==> src/rtl/upc_scanner.sv <==
`default_nettype none
// ============================================================================
// Module      : upc_scanner
// Description : Serial barcode-head frame receiver. Samples sdata on clock
//               edges qualified by bit_en and decodes a 7-bit frame:
//               start(1), u, p, c, m, even parity, stop(0).
//               A good frame loads {u,p,c,m}, pulses valid and bumps a
//               saturating item counter; a bad frame pulses frame_err only.
// Ports       : clk        - rising-edge clock
//               reset      - asynchronous active-high reset
//               sdata      - serial scan data
//               bit_en     - sample strobe for sdata
//               u,p,c,m    - last accepted code (MSB..LSB), registered
//               valid      - one-cycle pulse, new code on u,p,c,m
//               frame_err  - one-cycle pulse, frame rejected
//               item_count - accepted frames, saturates at 255
// Revision    : 1.0 - initial release
// ============================================================================
module upc_scanner (
    input  logic       clk,
    input  logic       reset,
    input  logic       sdata,
    input  logic       bit_en,
    output logic       u,
    output logic       p,
    output logic       c,
    output logic       m,
    output logic       valid,
    output logic       frame_err,
    output logic [7:0] item_count
);

    typedef enum logic [1:0] {
        IDLE   = 2'd0,
        DATA   = 2'd1,
        PARITY = 2'd2,
        STOP   = 2'd3
    } state_t;

    localparam logic [7:0] c_count_max = 8'hFF;

    state_t     r_state;
    logic [1:0] r_bit_cnt;
    logic [3:0] r_shift;
    logic       r_parity;
    logic [3:0] r_code;
    logic       r_valid;
    logic       r_frame_err;
    logic [7:0] r_count;

    // Frame is good when data plus parity have even weight and stop is low.
    logic w_frame_good;
    assign w_frame_good = ~(^r_shift ^ r_parity) & ~sdata;

    always_ff @(posedge clk or posedge reset) begin
        if (reset) begin
            r_state     <= IDLE;
            r_bit_cnt   <= 2'd0;
            r_shift     <= 4'd0;
            r_parity    <= 1'b0;
            r_code      <= 4'd0;
            r_valid     <= 1'b0;
            r_frame_err <= 1'b0;
            r_count     <= 8'd0;
        end else begin
            // Pulses last a single cycle unless re-armed below.
            r_valid     <= 1'b0;
            r_frame_err <= 1'b0;
            if (bit_en) begin
                case (r_state)
                    IDLE: begin
                        if (sdata) begin
                            r_state   <= DATA;
                            r_bit_cnt <= 2'd0;
                        end
                    end
                    DATA: begin
                        r_shift   <= {r_shift[2:0], sdata};
                        r_bit_cnt <= r_bit_cnt + 2'd1;
                        if (r_bit_cnt == 2'd3) begin
                            r_state <= PARITY;
                        end
                    end
                    PARITY: begin
                        r_parity <= sdata;
                        r_state  <= STOP;
                    end
                    STOP: begin
                        r_state <= IDLE;
                        if (w_frame_good) begin
                            r_code  <= r_shift;
                            r_valid <= 1'b1;
                            if (r_count != c_count_max) begin
                                r_count <= r_count + 8'd1;
                            end
                        end else begin
                            r_frame_err <= 1'b1;
                        end
                    end
                    default: r_state <= IDLE;
                endcase
            end
        end
    end

    assign u          = r_code[3];
    assign p          = r_code[2];
    assign c          = r_code[1];
    assign m          = r_code[0];
    assign valid      = r_valid;
    assign frame_err  = r_frame_err;
    assign item_count = r_count;

endmodule
`default_nettype wire

==> config.mk <==
export PLATFORM = sky130hd
export DESIGN_NAME = upc_scanner
export DESIGN_NICKNAME = d
export VERILOG_FILES = /design/src/rtl/upc_scanner.sv
export SDC_FILE = /design/constraint.sdc
export NUM_CORES = 1
export LEC_CHECK = 0
export BUFFER_PORTS_ARGS = -buffer_cell sky130_fd_sc_hd__buf_2
export CAP_MARGIN = 10
export CORE_ASPECT_RATIO = 0.8
export CORE_MARGIN = 2
export CORE_UTILIZATION = 40
export DETAILED_ROUTE_END_ITERATION = 7
export PLACE_DENSITY = 0.56
export SLEW_MARGIN = 20
export SYNTH_ARGS = -nofsm -noshare
export SYNTH_HDL_FRONTEND = slang
export SYNTH_SLANG_ARGS = --single-unit
==> constraint.sdc <==
create_clock -name clk -period 3.3 [get_ports clk]
set_input_delay 0 -clock clk [delete_from_list [all_inputs] [get_ports clk]]
set_output_delay 0 -clock clk [all_outputs]
set_load 0.02 [all_outputs]
==> out/metrics.csv <==
metric;value;unit
Total Power;1.28;mW
post-synth top area share;0.478;
Core ar.;2810;um^2
Die Wd;65.4;um
HP Class;input port to flop;
fmax;0.528;GHz
Worst VDD drop;0.461;mV
IO Pins;18;
count leader, synth;dfrtp_1;
Synth Area in XOR/XNOR;0.0717;
mapped cell area;1200;um^2
worst slew pin tran;0.866;ns
Area growth syn-to-layout;13.0;%
Sw Share;0.399;
Worst R2R Start;r_shift[2]$_DFFE_PP0P_;
status;completed;
Vias/cell;5.10;
mux cell area share after synthesis;0.109;
min-delay src;bit_en;
GRT Overall Usage;0.147;
period utilisation layout;0.574;
postcts setup bufs;0;
ys async rst share;1.00;
slowest stage cell on the critical path;xnor3_2;
post-route cell area;1360;um^2
Post-Layout Cell Count;161;
Top Metal Used;met4;
Synth area leaders;dfrtp_1, a31oi_1, ha_1;
slew margin rel.;0.422;
Synth Instances;105;
synth warn;0;
Pre-Repair DR Iteration Count;4;
LEAKAGE;0.672;nW
PortBufs;17;
Multi-input gate area;578;um^2
routed wl met2;899;um
FF+latch area;576;um^2
root buffer cell;clkbuf_8;
Num CTS Buffers;3;
Max Buffers Root-to-Sink;2;
final routed DRC violation total;0;
critical path required time;3.46;ns
met3 routed WL;77;um
wire length on met1;1090;um
PD cells;942;nW/um^2
Pins Over Slew Limit;0;
fill count;275;
Starting Density;0.429;
TritonCTS clock tree;yes;
HPWL after DPL;1530;um
final hold slack;0.0240;ns
critical path class;flop to flop;
Psw;511;uW
Internal;771;uW
initial antenna violation count;0;
standard-cell rows;17;
endpoints failing setup;0;
Mean Syn Cell Area;11.5;um^2
post-synthesis simple-gate area fraction;0.140;
vias in the first global route;826;
Comb pwr share;0.495;
worst-skew pair later-pin latency;0.26;ns
gpl congestion;0.862;
DRT Wirelength;2070;um
global-route wire length before repair;3790;um
CTS Sinks;23;
Worst EP arrival;2.05;ns
distinct cell type count after synthesis;28;
Routed Antenna Nets;0;
Fin. Hold Viols;0;
post-synthesis sequential area ratio;0.478;
antenna cells;0;
Placement Cell Area;1310;um^2
die area;3470;um^2
slowest stage delay, CP;0.50;ns
die span in y;53.1;um
Most used DFF post-synth;dfrtp_1;
GR Overflow Total;0;
H-Tree Depth;1;
initial detailed-routing violation count;33;
RSZ-0062 raised after global routing;false;
critical-path maximum fanout;9;
Max Cap Viol;0;
largest family of logic cells by synthesized area;simple AND/OR/NAND/NOR gates;
sequential share of power;0.369;
layout cells sized above 1;0.285;
Worst setup EP type;flop;
Compound-Gate Fraction of Synth Area;0.0966;
dpl cells;156;
leading area contributor after synthesis;dfrtp_1;
Post-synth EDFFs;0;
CP cell instances;xnor3_2 > xnor2_4 > and2_4 > mux2_4;
clk slew on worst S/H paths;0.08;ns
setup TNS;0;ns
routed via count;821;
post-synthesis adder-cell area fraction;0.0623;
Net Count, Synth;115;
Synth top cells by count;dfrtp_1, a31oi_1, nand2_1;
Setup Skew;0.00442;ns
#FFs+latches synth;23;
clock power share;0.136;
largest net degree at the start of global routing;24;
post-route minimum period;1.89;ns
crit path from;r_shift[2]$_DFFE_PP0P_;
wire per inst;12.9;um
Worst Setup Start Kind;flop;
fin nets;134;
-- layer usage --
metal / GRT usage / vias to the layer above
met1: 0.198 / 394
li1: - / 408
met4: 0.0417 / 0
met5: 0 / -
met3: 0.0511 / 2
met2: 0.226 / 17
-- state kept, by name, indices dropped and copies added, names as in the netlist --
name / flops
item_count: 8
r_code: 4
r_shift: 4
r_bit_cnt: 2
r_state: 2
frame_err: 1
r_parity: 1
valid: 1
-- layout by cell type (no fill, tap or decap), types with 2 or more instances in the layout --
cell type | netlist | layout
ha_1 | 6 | 6
o21ai_0 | 2 | 2
mux2_4 | 5 | 5
nand3_1 | 5 | 5
nand2_1 | 11 | 11
nor2b_1 | 3 | 3
mux2_2 | 5 | 5
a21oi_1 | 3 | 3
inv_1 | 5 | 5
buf_2 | 0 | 17
xnor2_1 | 4 | 4
and3_1 | 4 | 4
dfrtp_1 | 23 | 23
nor3_1 | 2 | 2
a31oi_1 | 12 | 12
nand2b_1 | 2 | 2
clkbuf_8 | 0 | 3
-- power groups by stage --
stage	clock network [mW]	registers, mW	logic (mW)
finish	0.174	0.474	0.635
CTS	0.184	0.477	0.642
global route	0.194	0.495	0.710
global placement	0	0.478	0.621
floorplan	0	0.521	0.467
detailed placement	0	0.479	0.643
-- area by class of cell --
class	count	share of cell area
Clock buffer	3	0.0303
Clock inverter	1	0.00368
Inverter	5	0.0138
Multi-Input combinational cell	73	0.425
Sequential cell	23	0.423
Tap cell	38	0.0349
Timing Repair Buffer	18	0.0699
-- repair_timing --
action,in CTS,in global routing
endpoints found under the hold margin,23,0
gates resized for setup,0,0
hold buffers,1,0
-- worst max-delay path, delay by kind of cell, from the launching register on --
family / cells / cell delay (ns)
xor gates and xnor gates: 2 / 0.80
DFF: 1 / 0.39
muxes: 1 / 0.31
and+or+nand+nor: 1 / 0.28
-- path summary, 6_finish.rpt --
path / endpoint / slack (ns) / cells past startpoint
setup / recovery: r_code[1]$_DFFE_PP0P_ / 1.41 / 4
hold / removal: frame_err$_DFF_PP0_ / 0.02 / 3
setup reg to reg: r_code[1]$_DFFE_PP0P_ / 1.41 / 4
hold reg to reg: r_bit_cnt[0]$_DFFE_PP0P_ / 0.50 / 1
max in group asynchronous: item_count[2]$_DFFE_PP0P_ / 2.32 / 3
min in group asynchronous: item_count[7]$_DFFE_PP0P_ / 0.45 / 3
-- kinds of logic (layout without fill, tap and decap cells) --
| family | Yosys count | after routing |
|---|---|---|
| AOI/OAI and AO/OA | 19 | 19 |
| xor gates and xnor gates | 6 | 6 |
| adders and majority gates | 6 | 6 |
| buffers and inverters | 9 | 27 |
| DFF | 23 | 23 |
| muxes | 10 | 10 |
| and+or+nand+nor | 32 | 32 |
-- through the flow --
stage,utilization,setup slack (ns)
global route,0.485,1.32
global placement,0.465,1.47
detailed placement,0.465,1.40
floorplan,-,1.52
finish,0.485,1.41
CTS,0.485,1.38
(Power assumes the default switching activity.)
